[config.mk]
export PLATFORM = sky130hd
export DESIGN_NAME = inbound_dma_ctrl
export DESIGN_NICKNAME = d
export VERILOG_FILES = /design/src/rtl/inbound_dma_ctrl.sv
export SDC_FILE = /design/constraint.sdc
export NUM_CORES = 1
export LEC_CHECK = 0
export BUFFER_PORTS_ARGS = -buffer_cell sky130_fd_sc_hd__clkbuf_2
export CORE_ASPECT_RATIO = 1.5
export CORE_MARGIN = 1.5
export CORE_UTILIZATION = 58
export DETAILED_ROUTE_END_ITERATION = 7
export GPL_TIMING_DRIVEN = 0
export PLACE_DENSITY = 0.89
export REMOVE_ABC_BUFFERS = 1
export SETUP_SLACK_MARGIN = 0.05
export SLEW_MARGIN = 0
export SYNTH_ARGS = -nofsm -noshare
export SYNTH_HDL_FRONTEND = slang
export SYNTH_SLANG_ARGS = --single-unit
[constraint.sdc]
create_clock -name clk -period 14.4 [get_ports clk]
set_input_delay 0.72 -clock clk [delete_from_list [all_inputs] [get_ports clk]]
set_output_delay 0.72 -clock clk [all_outputs]
set_load 0.005 [all_outputs]
[src/rtl/inbound_dma_ctrl.sv]
// Inbound DMA control block: per-channel doorbell/length/address registers,
// round-robin doorbell arbitration and completion interleaving into the
// upstream command FIFO.
`timescale 1ns/1ps
module inbound_dma_ctrl #(
  parameter int unsigned NUM_CH  = 4,
  parameter int unsigned ADDR_W  = 32,
  parameter int unsigned DEF_LEN = 6
) (
  input  logic         clk,
  input  logic         rst,
  input  logic         up_wr_cmd_compl_i,
  input  logic [2:0]   cmd_id_i,
  input  logic         req_compl_i,
  input  logic         req_compl_with_data_i,
  output logic         to_rxe_compl_done_o,
  input  logic [10:0]  rd_addr_i,
  output logic [31:0]  rd_data_o,
  input  logic [10:0]  wr_addr_i,
  input  logic [7:0]   wr_be_i,
  input  logic [31:0]  wr_data_i,
  input  logic         wr_en_i,
  output logic         wr_busy_o,
  input  logic [2:0]   req_tc_i,
  input  logic         req_td_i,
  input  logic         req_ep_i,
  input  logic [1:0]   req_attr_i,
  input  logic [9:0]   req_len_i,
  input  logic [15:0]  req_rid_i,
  input  logic [7:0]   req_tag_i,
  input  logic [7:0]   req_be_i,
  input  logic [12:0]  req_addr_i,
  input  logic         us_cmd_fifo_full_i,
  input  logic         us_cmd_fifo_prog_full_i,
  output logic [127:0] us_cmd_fifo_din_o,
  output logic         us_cmd_fifo_wr_en_o
);

  localparam int unsigned CH_W  = 3;
  localparam int unsigned CPL_W = 55;
  localparam logic [1:0] TYPE_WR   = 2'd1;
  localparam logic [1:0] TYPE_CPL  = 2'd2;
  localparam logic [1:0] TYPE_CPLD = 2'd3;

  typedef enum logic [1:0] {IDLE, CPL_WAIT, CPL_ISSUE, CMD_ISSUE} state_t;

  state_t              state_q, state_d;
  logic [NUM_CH-1:0]   pending_q, pending_d, busy_q, busy_d;
  logic [4:0]          len_q, len_d;
  logic [31:0]         addr_lo_q [NUM_CH];
  logic [31:0]         addr_lo_d [NUM_CH];
  logic [31:0]         addr_hi_q [NUM_CH];
  logic [31:0]         addr_hi_d [NUM_CH];
  logic [CH_W-1:0]     rr_q, rr_d, grant_q, grant_d;
  logic [CPL_W-1:0]    cpl_q, cpl_d;
  logic                cpld_q, cpld_d;
  logic                push_q, push_d, done_q, done_d, wbusy_q, wbusy_d;
  logic [127:0]        din_q, din_d;

  logic [4:0]          wr_idx, rd_idx;
  logic [NUM_CH-1:0]   clr, db_set, gnt_oh;
  logic                gnt_found;
  logic [CH_W-1:0]     gnt_id;
  logic [63:0]         wr_payload;
  logic                unused_ok;

  assign wr_idx    = wr_addr_i[6:2];
  assign rd_idx    = rd_addr_i[6:2];
  assign unused_ok = ^{wr_be_i, rd_addr_i[10:7], rd_addr_i[1:0],
                       wr_addr_i[10:7], wr_addr_i[1:0], req_addr_i[12:6]};

  assign us_cmd_fifo_wr_en_o = push_q;
  assign us_cmd_fifo_din_o   = din_q;
  assign to_rxe_compl_done_o = done_q;
  assign wr_busy_o           = wbusy_q;

  // Register updates, round-robin grant, FSM next state and next FIFO word
  always_comb begin
    state_d    = state_q;
    pending_d  = pending_q;
    busy_d     = busy_q;
    len_d      = len_q;
    addr_lo_d  = addr_lo_q;
    addr_hi_d  = addr_hi_q;
    rr_d       = rr_q;
    grant_d    = grant_q;
    cpl_d      = cpl_q;
    cpld_d     = cpld_q;
    push_d     = 1'b0;
    done_d     = 1'b0;
    din_d      = '0;
    clr        = '0;
    db_set     = '0;
    gnt_oh     = '0;
    gnt_found  = 1'b0;
    gnt_id     = '0;
    wr_payload = '0;

    // completion clears busy before the doorbell is evaluated
    for (int j = 0; j < int'(NUM_CH); j++)
      if (up_wr_cmd_compl_i && cmd_id_i == CH_W'(j)) clr[j] = 1'b1;
    busy_d = busy_q & ~clr;

    if (wr_en_i) begin
      if (wr_idx == 5'd0) db_set = wr_data_i[NUM_CH-1:0] & ~busy_d & ~pending_q;
      if (wr_idx == 5'd1) len_d = wr_data_i[4:0];
      for (int j = 0; j < int'(NUM_CH); j++) begin
        if (wr_idx == 5'(8 + 2*j)) addr_lo_d[j] = wr_data_i;
        if (ADDR_W == 64 && wr_idx == 5'(9 + 2*j)) addr_hi_d[j] = wr_data_i;
      end
    end
    pending_d = pending_q | db_set;

    // first pending channel strictly after rr pointer, wrapping
    for (int j = 0; j < int'(NUM_CH); j++)
      if (!gnt_found && pending_q[j] && CH_W'(j) > rr_q) begin
        gnt_found = 1'b1;
        gnt_id    = CH_W'(j);
        gnt_oh[j] = 1'b1;
      end
    for (int j = 0; j < int'(NUM_CH); j++)
      if (!gnt_found && pending_q[j] && CH_W'(j) <= rr_q) begin
        gnt_found = 1'b1;
        gnt_id    = CH_W'(j);
        gnt_oh[j] = 1'b1;
      end
    for (int j = 0; j < int'(NUM_CH); j++)
      if (gnt_oh[j])
        wr_payload = (ADDR_W == 64) ? {addr_hi_q[j], addr_lo_q[j]} : {32'd0, addr_lo_q[j]};

    case (state_q)
      IDLE: begin
        if (req_compl_i) begin
          cpl_d   = {req_tc_i, req_td_i, req_ep_i, req_attr_i, req_len_i,
                     req_rid_i, req_tag_i, req_be_i, req_addr_i[5:0]};
          cpld_d  = req_compl_with_data_i;
          state_d = us_cmd_fifo_full_i ? CPL_WAIT : CPL_ISSUE;
        end else if (gnt_found && !us_cmd_fifo_prog_full_i) begin
          pending_d = pending_d & ~gnt_oh;
          busy_d    = busy_d | gnt_oh;
          rr_d      = gnt_id;
          grant_d   = gnt_id;
          state_d   = CMD_ISSUE;
        end
      end
      CPL_WAIT:  if (!us_cmd_fifo_full_i) state_d = CPL_ISSUE;
      CPL_ISSUE: state_d = IDLE;
      CMD_ISSUE: state_d = IDLE;
      default:   state_d = IDLE;
    endcase

    wbusy_d = (state_d != IDLE);
    if (state_d == CPL_ISSUE) begin
      push_d = 1'b1;
      done_d = 1'b1;
      din_d  = {54'd0, 3'd0, len_q, (cpld_d ? TYPE_CPLD : TYPE_CPL), 9'd0, cpl_d};
    end else if (state_d == CMD_ISSUE) begin
      push_d = 1'b1;
      din_d  = {54'd0, grant_d, len_q, TYPE_WR, wr_payload};
    end
  end

  // State and register flops; reset drops any push in flight
  always_ff @(posedge clk or posedge rst) begin
    if (rst) begin
      state_q   <= IDLE;
      pending_q <= '0;
      busy_q    <= '0;
      len_q     <= 5'(DEF_LEN);
      for (int j = 0; j < int'(NUM_CH); j++) begin
        addr_lo_q[j] <= '0;
        addr_hi_q[j] <= '0;
      end
      rr_q      <= CH_W'(NUM_CH - 1);
      grant_q   <= '0;
      cpl_q     <= '0;
      cpld_q    <= 1'b0;
      push_q    <= 1'b0;
      done_q    <= 1'b0;
      wbusy_q   <= 1'b0;
      din_q     <= '0;
    end else begin
      state_q   <= state_d;
      pending_q <= pending_d;
      busy_q    <= busy_d;
      len_q     <= len_d;
      addr_lo_q <= addr_lo_d;
      addr_hi_q <= addr_hi_d;
      rr_q      <= rr_d;
      grant_q   <= grant_d;
      cpl_q     <= cpl_d;
      cpld_q    <= cpld_d;
      push_q    <= push_d;
      done_q    <= done_d;
      wbusy_q   <= wbusy_d;
      din_q     <= din_d;
    end
  end

  // Combinational register read mux
  always_comb begin
    rd_data_o = '0;
    case (rd_idx)
      5'd0, 5'd3: rd_data_o = 32'(pending_q);
      5'd1:       rd_data_o = 32'(len_q);
      5'd2:       rd_data_o = 32'(busy_q);
      default: begin
        for (int j = 0; j < int'(NUM_CH); j++) begin
          if (rd_idx == 5'(8 + 2*j)) rd_data_o = addr_lo_q[j];
          if (ADDR_W == 64 && rd_idx == 5'(9 + 2*j)) rd_data_o = addr_hi_q[j];
        end
      end
    endcase
  end

endmodule

======== Word-level counts from Yosys, hierarchy flattened ========
Cells that the tools add are included.
Widths: inputs -> output; s select.
storage, ports and cells
  output and inout port bits .............. 163
  bits in registers ....................... 336
  word-level logic and storage cells ...... 157
operators by class
  eq/ne operators ......................... 20
  multiplexer cells ....................... 61
  magnitude comparators ................... 8
  bitwise logic cells ..................... 11
  reductions and logical operators ........ 41
operators with widths
  kind                number
  $mux 64             3
  $mux 32             5
  $mux 74             2
  $mux 55             2
  $pmux 32 s3         1
  $eq 5x4->1 const B  8
  $mux 4              8
  $mux 3              9
  $mux 1              26
  $logic_and 1x1->1   20
  $and 4x4->4         4
  $not 4->4           4
  $eq 5x1->1 const B  2
  $eq 5x2->1 const B  2
  $logic_not 5->1     2
  $reduce_and 2->1    5
  $eq 2x2->1 const B  4
  $logic_not 1->1     8
  $mux 2              4
  $or 4x4->4          2
  $eq 3x2->1 const B  2
  $gt 1x3->1 const A  2
  $gt 2x3->1 const A  2
  $le 1x3->1 const A  2
  10 further kinds    12

======== Depth between registers and ports, before layout ========
Gate-level depths: netlist of run 1.
  word-level depth ........................ 38
  mapped depth ............................ 7

======== Worst setup path before layout of run 1 ========
No wires, ideal clock.
  kind .................................... input-to-output
  start ................................... in rd_addr_i[3]
  end ..................................... out rd_data_o[11]
  arrival time ............................ 2.122 ns
  required time ........................... 13.680 ns
  stages on the path ...................... 4
  slack ................................... 11.558 ns
  buffers on the path ..................... 2
  cell sequence ........................... clkbuf_1 -> buf_2 -> mux4_2 -> and3_1
between the ends
  cells in the longest elaborated chain, start to end .. 6
  elaborated cells on any way between the ends .. 14
ends and longest elaborated chain
  what                  RTL line  text
  start, declared       17        input logic [10:0] rd_addr_i,
  $eq 5x4->1            209       if (rd_idx == 5'(8 + 2*j)) rd_data_o = addr_lo_q[j];
  $mux 32 (4 in a row)  209
  $pmux 32 s3 (*)       203       case (rd_idx)
  end, declared         18        output logic [31:0] rd_data_o,
Every way passes the cells marked *; elsewhere a longest branch is shown, timed or not.

======== Worst setup path after layout of run 1 ========
  start ................................... in rd_addr_i[4]
  end ..................................... out rd_data_o[3]
The elaborated chain is that of the path after synthesis.

==> results of run 1 <==
## final timing paths
check	cells after the start	slack (ns)	from	to
hold reg to reg	1	0.49	cpl_q[51]	cpl_q[51]
setup / recovery	5	10.94	rd_addr_i[4]	rd_data_o[3]
max in group asynchronous	3	13.37	rst	cpl_q[17]
hold / removal	2	0.16	rst	us_cmd_fifo_din_o[49]
min in group clk	2	0.44	req_rid_i[14]	cpl_q[36]
setup reg to reg	4	11.02	pending_q[0]	us_cmd_fifo_din_o[3]
## state kept, by name (all words and copies together), names as in the netlist
| name | cells |
|---|---|
| rr_q | 2 |
| cpld_q | 1 |
| state_q | 2 |
| len_q | 5 |
| cpl_q | 55 |
| wr_busy_o | 1 |
| addr_lo_q | 128 |
| busy_q | 4 |
| us_cmd_fifo_wr_en_o | 1 |
| pending_q | 4 |
| us_cmd_fifo_din_o | 65 |
## kinds of logic (layout without fill, tap and decap cells)
| family | after synthesis | count (layout) | share of synthesized area, % |
|---|---|---|---|
| buffers and inverters | 148 | 287 | 6.97 |
| other | 1 | 65 | 0.0298 |
| AOI/OAI and AO/OA | 130 | 130 | 8.16 |
| muxes | 221 | 221 | 22.6 |
| and+or+nand+nor | 213 | 213 | 8.92 |
| DFF | 268 | 268 | 53.3 |
## layout by cell type, fill, tap and decap left out, types with 3 or more instances in the layout
master | netlist | final
mux2_2 | 187 | 187
nand2_1 | 46 | 45
buf_8 | 0 | 8
o221ai_1 | 4 | 4
and2_1 | 28 | 28
buf_4 | 68 | 3
clkbuf_8 | 0 | 6
a21oi_1 | 4 | 4
inv_1 | 4 | 3
nor2_1 | 43 | 42
clkbuf_16 | 0 | 25
mux4_2 | 32 | 32
a221oi_1 | 32 | 32
o311ai_1 | 32 | 32
nand3_1 | 8 | 8
buf_6 | 6 | 14
o21ai_0 | 12 | 12
conb_1 | 1 | 64
dfrtp_1 | 264 | 264
clkinv_2 | 0 | 7
o211ai_1 | 34 | 34
clkbuf_2 | 0 | 206
nor2b_1 | 4 | 4
dfstp_2 | 4 | 4
buf_16 | 0 | 4
clkbuf_1 | 52 | 3
nor3_1 | 5 | 3
and3_1 | 61 | 61
## area by class of cell
class | count | area share (%)
flip-flops and latches | 268 | 45.7
repair buffers | 238 | 10.1
well taps | 268 | 2.29
clock inverters | 11 | 0.768
multi-input cells | 628 | 36.0
inverters | 4 | 0.154
clock buffers | 34 | 4.90
diodes | 1 | 0.0171
## power by group through the flow
stage,Clock (W),Combinational [W],Sequential [W]
2_1_floorplan,0,0.000454,0.00107
3_3_place_gp,0,0.000682,0.00109
3_5_place_dp,0,0.000745,0.00110
4_1_cts,0.000676,0.000754,0.00109
5_1_grt,0.000704,0.000834,0.00112
6_report,0.000667,0.000778,0.00110
## per-layer routing
layer	up-vias	track usage [%]	wire (um)
li1	3846	-	-
met3	146	4.90	2640
met4	0	16.8	1560
met1	4632	35.5	11600
met2	575	49.2	17300
met5	-	0	0
## metrics by stage
| step | utilization, % | hold slack (ns) |
|---|---|---|
| after global routing | 69.4 | 0.178 |
| after global placement | 63.1 | 0.474 |
| after detailed placement | 65.1 | 0.480 |
| after floorplan | - | 0.457 |
| after CTS | 69.1 | 0.159 |
| final | 69.4 | 0.163 |
==> impl_metrics.ini, run 1 <==
[outcome]
status = finished, final reports clean

[floorplanning]
die-area_sq_um = 22600
row_count = 65
fp.dieH_um = 183
io_pins = 298
coreArea_sq_um = 21100
die_x_um = 123
start_util_pct = 59.6

[clock_network]
insertion_delay_ns = 0.53
cts_buffers = 25
clk_pin_slew_ns = 0.06
cts_root_buffer = clkbuf_16
cts.repair.resized = 0
cts_tree = yes
holdBufCountCts = 0
cts.path.max_buffers = 3
cts.htree.levels = 1
cts_sinks = 268
cts_setup_buffers = 0

[critical_path]
critPathCaptureType = output pin
worstPathMaxFanout = 33
crit_top_cell = clkbuf_2
cp_top_family = buffers and inverters
crit_type = primary input to output pin
cp-start-kind = primary input
arrival_ns = 2.74
crit_buf_inv = 2
critical_path.cell_chain = clkbuf_2, nor3_1, o221ai_1, o21ai_0, clkbuf_2
slowest_stage = nor3_1
max_stage_delay_ns = 0.69
cp_data_required_time_ns = 13.68

[logic_synthesis]
ys.flop_type = dfrtp_1
synth.top_cells.by_area = dfrtp_1 (52%), mux2_2 (17%), mux4_2 (5.7%), buf_4 (4.1%), and3_1 (3.0%)
ys_types = 48
synth_edf_count = 0
syn_avg_cell_area_sq_um = 12.8
synth_top_area_share_pct = 52.5
yosys_warnings = 0
yosys.area.top_type = dfrtp_1
ys_ff_latch = 268
syn_area_sq_um = 12600
synthArstFlopShare_pct = 100
post-synth-top-count-cell = dfrtp_1
synth-seq-area-share_pct = 53.3
synth_common_cells = dfrtp_1 (264), mux2_2 (187), buf_4 (68)
syn_inst = 981

[sta]
finalHoldViolations = 0
timing.final.crit_share_pct = 24.0
finalMaxSlewViolations = 0
maxSlewHeadroom_pct = 0.728
worst_pin_slew_ns = 1.49
finalSetupTns_ns = 0
max_freq_mhz = 289
period_minus_slack_ns = 3.46
rsz0062_at_grt = no
fin_ws_ns = 10.94
setup_violations = 0
skew_ns = 0.0124

[routing]
via_count = 9199
routedWlPerCell_um = 22.8
dr.pass1.iters = 5
initialDrtViolationCount = 770
drc_errors = 0
drt-total-wl_um = 33000
viasPerCell = 6.34
ant_nets = 0

[placed_design]
dp_hpwl_um = 21200
dpl_worst_slack_ns = 10.68
gp_congestion = 0.881
place_inst = 1403
dpl_cell_area_sq_um = 13800
numPortBuffers = 207

[cells_and_area]
multiInputGateArea_sq_um = 5280
areaGrowthSynthToFinish_pct = 16.5
nNetsFinal = 1300
seq_area_sq_um = 6710
stdcell_count = 1452
fillers = 1429
finish.instance_area_sq_um = 14700
drive_gt1_share_pct = 44.0

[power_and_ir_drop]
p_seq_share_pct = 43.1
comb_power_share_pct = 30.6
fin_total_pwr_w = 0.00254
p_int_w = 0.00171
netSwitchingFraction_pct = 32.8
vdd_ir_drop_max_mv = 0.102
p_sw_w = 0.000834
power.share.clock_pct = 26.2
leakagePower_nw = 7.15
powerDensity_nw_per_um2 = 173

[global_routing]
grt_pass1_wl_um = 51200
overflow = 0
antenna_found_initial = 1
grt_max_degree = 125
grt_use_total_pct = 29.3
grt_pass1_vias = 9578

[min_path]
hold_class = primary input to asynchronous set/reset pin

[run]
cap_violations = 0
(Power assumes the default switching activity.)
==> inputs of run 2 (changes only) <==
--- a/config.mk
+++ b/config.mk
@@ -8,10 +8,10 @@
 export BUFFER_PORTS_ARGS = -buffer_cell sky130_fd_sc_hd__clkbuf_2
 export CORE_ASPECT_RATIO = 1.5
 export CORE_MARGIN = 1.5
-export CORE_UTILIZATION = 58
+export CORE_UTILIZATION = 49
 export DETAILED_ROUTE_END_ITERATION = 7
 export GPL_TIMING_DRIVEN = 0
-export PLACE_DENSITY = 0.89
+export PLACE_DENSITY = 0.81
 export REMOVE_ABC_BUFFERS = 1
 export SETUP_SLACK_MARGIN = 0.05
 export SLEW_MARGIN = 0
==> constraint.sdc (replaced) <==
create_clock -name clk -period 3.1 [get_ports clk]
set_input_delay 0.155 -clock clk [delete_from_list [all_inputs] [get_ports clk]]
set_output_delay 0.155 -clock clk [all_outputs]
set_load 0.005 [all_outputs]
==> run 2 against run 1 <==
  * Setup slack got worse by 11 ns
  * Critical path depth did not move
  * Routed wire length grew 4.5%
  * Highest routed layer unchanged
  * Count of clock-buffer cells in the layout up 3
  * First-iteration DRC count decreased by 22%
  * Global-route usage fell by 3.6 points
  * Sequential cell count did not move
  * Critical path type is now register to register
  * Clock skew grew 0.0043 ns
==> impl_metrics.ini, run 2 (same netlist as run 1, synthesis figures left out) <==
[sta]
finalHoldViolations = 0
worst_pin_slew_ns = 1.14
max_freq_mhz = 346
finalMaxSlewViolations = 0
period_minus_slack_ns = 2.89
skew_ns = 0.0167
rsz0062_at_grt = no
timing.final.crit_share_pct = 93.1
maxSlewHeadroom_pct = 23.9
setup_violations = 0

[critical_path]
max_stage_delay_ns = 0.78
crit_type = register to register
slowest_stage = dfrtp_4
critPathCaptureType = register
cp_data_required_time_ns = 3.48
r2r-start = pending_q[0]
arrival_ns = 3.26
worstPathMaxFanout = 40
crit_path_start = pending_q[0]
cp_top_family = compound AO/OA/AOI/OAI gates
cp-start-kind = register
crit_buf_inv = 1
critical_path.cell_chain = nor2_1, o211a_2, buf_16, or3_4, o311ai_1

[placed_design]
place_inst = 1465
gp_congestion = 0.840
dp_hpwl_um = 21800
numPortBuffers = 207

[cells_and_area]
areaGrowthSynthToFinish_pct = 25.1
drive_gt1_share_pct = 40.8
mostFrequentLayoutCell = dfrtp_1
largest_reg_flops = 128
regMostFlops = addr_lo_q
final_util_pct = 62.7
stdcell_count = 1606
nNetsFinal = 1392
layout_common_cells = dfrtp_1 (263), clkbuf_2 (206), mux2_2 (187), dlygate4sd3_1 (92), conb_1 (64)

[routing]
via_count = 9426
dr.pass1.iters = 5
dr_wl_met3_um = 2680
route.met2.wl_um = 17700
routedWlPerCell_um = 21.5
initialDrtViolationCount = 604
highest_layer = met4
drc_errors = 0
ant_nets = 0
drt-total-wl_um = 34500
wl_met1_um = 12500
viasPerCell = 5.87

[clock_network]
cts.path.max_buffers = 3
cts.htree.levels = 1
cts_setup_buffers = 0
cts_tree = yes
clk_pin_slew_ns = 0.06
insertion_delay_ns = 0.53
cts_root_buffer = clkbuf_16
cts_buffers = 26
cts_sinks = 268

[floorplanning]
fp.dieH_um = 199
io_pins = 298
die-area_sq_um = 26700
row_count = 71
start_util_pct = 50.1
die_x_um = 134
coreArea_sq_um = 25100

[outcome]
status = finished, final reports clean

[power_and_ir_drop]
powerDensity_nw_per_um2 = 770
leakagePower_nw = 7.56
vdd_ir_drop_max_mv = 0.489

[min_path]
hp-start = wr_data_i[0]
hold_class = primary input to register

[global_routing]
grt_pass1_vias = 9970
grt_max_degree = 132
grt_pass1_wl_um = 53400
overflow = 0
antenna_found_initial = 2
grt_use_total_pct = 25.7

[run]
cap_violations = 0
==> run 2: final timing paths <==
kind	end	slack [ns]	cells after the start
max	us_cmd_fifo_din_o[14]	0.21	5
min	addr_lo_q[96]	0.04	2
max reg2reg	us_cmd_fifo_din_o[14]	0.21	5
min reg2reg	cpl_q[53]	0.49	1
max in group asynchronous	addr_lo_q[114]	2.14	4
min in group asynchronous	cpl_q[40]	0.10	3
==> run 2: power by group <==
part / switching [W] / internal [W] / total [W]
combinational: 0.00202 / 0.00175 / 0.00377
clock: 0.00132 / 0.00194 / 0.00326
sequential: 0.000596 / 0.00450 / 0.00509
==> run 2: metal layers <==
metal  track usage [%]  up-vias
li1                  -     4034
met1              30.4     4724
met2              44.5      531
met3              4.46      137
met4              14.3        0
met5                 0        -
==> run 2: stage by stage <==
step | total power (W) | TNS (ns) | hold slack (ns) | cell area, sq um | worst slack (ns)
6_report | 0.0121 | 0 | 0.0354 | 15800 | 0.213
3_3_place_gp | 0.00831 | -2640.67 | 0.402 | 13400 | -7.03
4_1_cts | 0.0121 | 0 | 0.00393 | 15700 | 0.101
3_5_place_dp | 0.00874 | -9.01 | 0.0712 | 13900 | -0.406
2_1_floorplan | 0.00706 | -1444.59 | 0.287 | 12000 | -4.43
5_1_grt | 0.0127 | 0 | 0.0176 | 15800 | 0.162
==> run 2: final cells by class <==
class / instances / area [sq um]
Antenna cell: 2 / 5.00
Clock buffer: 37 / 753
Clock inverter: 10 / 131
Fill cell: 1874 / 9390
Inverter: 4 / 22.5
Multi-Input combinational cell: 628 / 5290
Sequential cell: 268 / 6720
Tap cell: 328 / 410
Timing Repair Buffer: 329 / 2420
==> run 2: what timing repair did <==
item | CTS | global route
gates resized for setup | 2 | 1
endpoints found under the setup margin | 36 | 5
endpoints found under the hold margin | 481 | 0
hold buffers | 92 | 0
==> inputs of run 3 (changes only) <==
--- a/config.mk
+++ b/config.mk
@@ -8,10 +8,10 @@
 export BUFFER_PORTS_ARGS = -buffer_cell sky130_fd_sc_hd__clkbuf_2
 export CORE_ASPECT_RATIO = 1.5
 export CORE_MARGIN = 1.5
-export CORE_UTILIZATION = 49
+export CORE_UTILIZATION = 58
 export DETAILED_ROUTE_END_ITERATION = 7
 export GPL_TIMING_DRIVEN = 0
-export PLACE_DENSITY = 0.81
+export PLACE_DENSITY = 0.89
 export REMOVE_ABC_BUFFERS = 1
 export SETUP_SLACK_MARGIN = 0.05
 export SLEW_MARGIN = 0
==> constraint.sdc (replaced) <==
create_clock -name clk -period 3.5 [get_ports clk]
set_input_delay 0.175 -clock clk [delete_from_list [all_inputs] [get_ports clk]]
set_output_delay 0.175 -clock clk [all_outputs]
set_load 0.005 [all_outputs]
==> run 3 against run 2 <==
  * Global-route usage grew 6.6 points
  * Sequential cell count stayed put
  * Total power fell by 12%
  * Largest power group unchanged
  * Sequential power shrank 11%
  * Critical path type unchanged
  * Utilization rose by 11 points
  * Final cell count decreased by 3.9%
  * Count of clock-buffer cells in the layout is 3 lower
  * Largest cell class unchanged
  * Die area down 15%
==> impl_metrics.ini, run 3 (same netlist as run 1, synthesis figures left out) <==
[routing]
drt-total-wl_um = 36700
initialDrtViolationCount = 925
drc_errors = 0
dr.pass1.iters = 5
routedWlPerCell_um = 23.8
viasPerCell = 6.38
via_count = 9848
ant_nets = 0

[critical_path]
r2r-start = pending_q[0]
arrival_ns = 3.56
crit_type = register to register
critPathCaptureType = register
cp-start-kind = register
crit_path_start = pending_q[0]
worstPathMaxFanout = 40
cp_data_required_time_ns = 3.88

[clock_network]
cts.htree.levels = 1
cts_root_buffer = clkbuf_16
insertion_delay_ns = 0.53
clk_pin_slew_ns = 0.07
cts_tree = yes
cts_sinks = 268
cts.path.max_buffers = 3
cts_setup_buffers = 0
cts_buffers = 25

[sta]
timing.final.crit_share_pct = 90.9
finalMaxSlewViolations = 0
max_freq_mhz = 314
skew_ns = 0.0188
worst_pin_slew_ns = 1.49
period_minus_slack_ns = 3.18
setup_violations = 0
rsz0062_at_grt = no
maxSlewHeadroom_pct = 0.801
whs_ns = 0.0390
finalHoldViolations = 0

[floorplanning]
start_util_pct = 59.6
die-area_sq_um = 22600
die_x_um = 123
io_pins = 298
row_count = 65
coreArea_sq_um = 21100
fp.dieH_um = 183

[power_and_ir_drop]
leakagePower_nw = 7.53
netSwitchingFraction_pct = 33.6
p_seq_share_pct = 42.6
comb_power_share_pct = 31.5
p_int_w = 0.00709
power.share.clock_pct = 25.9
powerDensity_nw_per_um2 = 686
p_sw_w = 0.00360
vdd_ir_drop_max_mv = 0.421
fin_total_pwr_w = 0.0107

[outcome]
status = finished, final reports clean

[global_routing]
grt_pass1_wl_um = 56000
overflow = 0
grt_pass1_vias = 10361
grt_max_degree = 125
grt_use_total_pct = 32.4
antenna_found_initial = 1

[cells_and_area]
nNetsFinal = 1391
drive_gt1_share_pct = 40.9
mostFrequentLayoutCell = dfrtp_1
largest_reg_flops = 128
regMostFlops = addr_lo_q
fillers = 1288
layout_common_cells = dfrtp_1 (263), clkbuf_2 (206), mux2_2 (187), dlygate4sd3_1 (91), conb_1 (64)
areaGrowthSynthToFinish_pct = 23.8

[placed_design]
numPortBuffers = 207
gp_congestion = 0.881
dp_hpwl_um = 21200

[min_path]
hp-start = wr_data_i[2]
hold_class = primary input to register

[run]
cap_violations = 0
-- run 3: power by group through the flow --
| stage | logic (W) | clock network [W] | registers (W) |
|---|---|---|---|
| 2_1_floorplan | 0.00187 | 0 | 0.00439 |
| 3_3_place_gp | 0.00280 | 0 | 0.00448 |
| 3_5_place_dp | 0.00306 | 0 | 0.00454 |
| 4_1_cts | 0.00319 | 0.00278 | 0.00450 |
| 5_1_grt | 0.00357 | 0.00291 | 0.00463 |
| 6_report | 0.00337 | 0.00277 | 0.00455 |
-- run 3: path summary, 6_finish.rpt --
kind | end | slack [ns] | depth (start not counted)
min reg2reg | cpl_q[32] | 0.49 | 1
max reg2reg | us_cmd_fifo_din_o[16] | 0.32 | 4
max in group asynchronous | addr_lo_q[44] | 2.41 | 4
max | us_cmd_fifo_din_o[16] | 0.32 | 4
min | addr_lo_q[34] | 0.04 | 2
min in group asynchronous | us_cmd_fifo_din_o[49] | 0.19 | 3
-- run 3: per-layer routing --
layer / global-route usage, % / vias up / share of wire, %
li1: - / 4023 / -
met1: 38.1 / 4870 / 34
met2: 54.3 / 739 / 51
met3: 5.12 / 216 / 8.5
met4: 21.5 / 0 / 6.7
met5: 0 / - / 0
-- run 3: worst max-delay path, cell delays in order, from the launching register on --
cell and delay, ns:
dfrtp_2 0.73, o21ai_0 0.42, o211a_1 1.21, a221oi_1 0.15, o311ai_1 0.51
-- run 3: layout make-up --
class / instances / area, sq um / area share [%]
clock inverter: 11 / 113 / 0.722
sequential: 268 / 6710 / 43.1
antenna: 2 / 5.00 / 0.0321
timing repair buffer: 329 / 2400 / 15.4
inverter: 4 / 22.5 / 0.144
clock buffer: 34 / 719 / 4.62
tap: 268 / 335 / 2.15
multi-input combinational: 628 / 5280 / 33.9
-- run 3: through the flow --
step           worst slack [ns]  area [sq um]  cells  TNS [ns]  util (%)
3_3_place_gp              -6.47         13300   1375  -2360.40      63.1
2_1_floorplan             -4.05         12000    900  -1284.54         -
6_report                  0.317         15600   1544         0      73.7
5_1_grt                   0.274         15600   1542         0      73.7
3_5_place_dp             -0.220         13800   1403     -3.07      65.1
4_1_cts                   0.182         15500   1539         0      73.4
-- run 3: timing repair --
item | CTS | global route
endpoints found under the hold margin | 219 | 0
resized for setup | 1 | 0
hold buffers | 91 | 0
setup endpoints to repair | 32 | 0
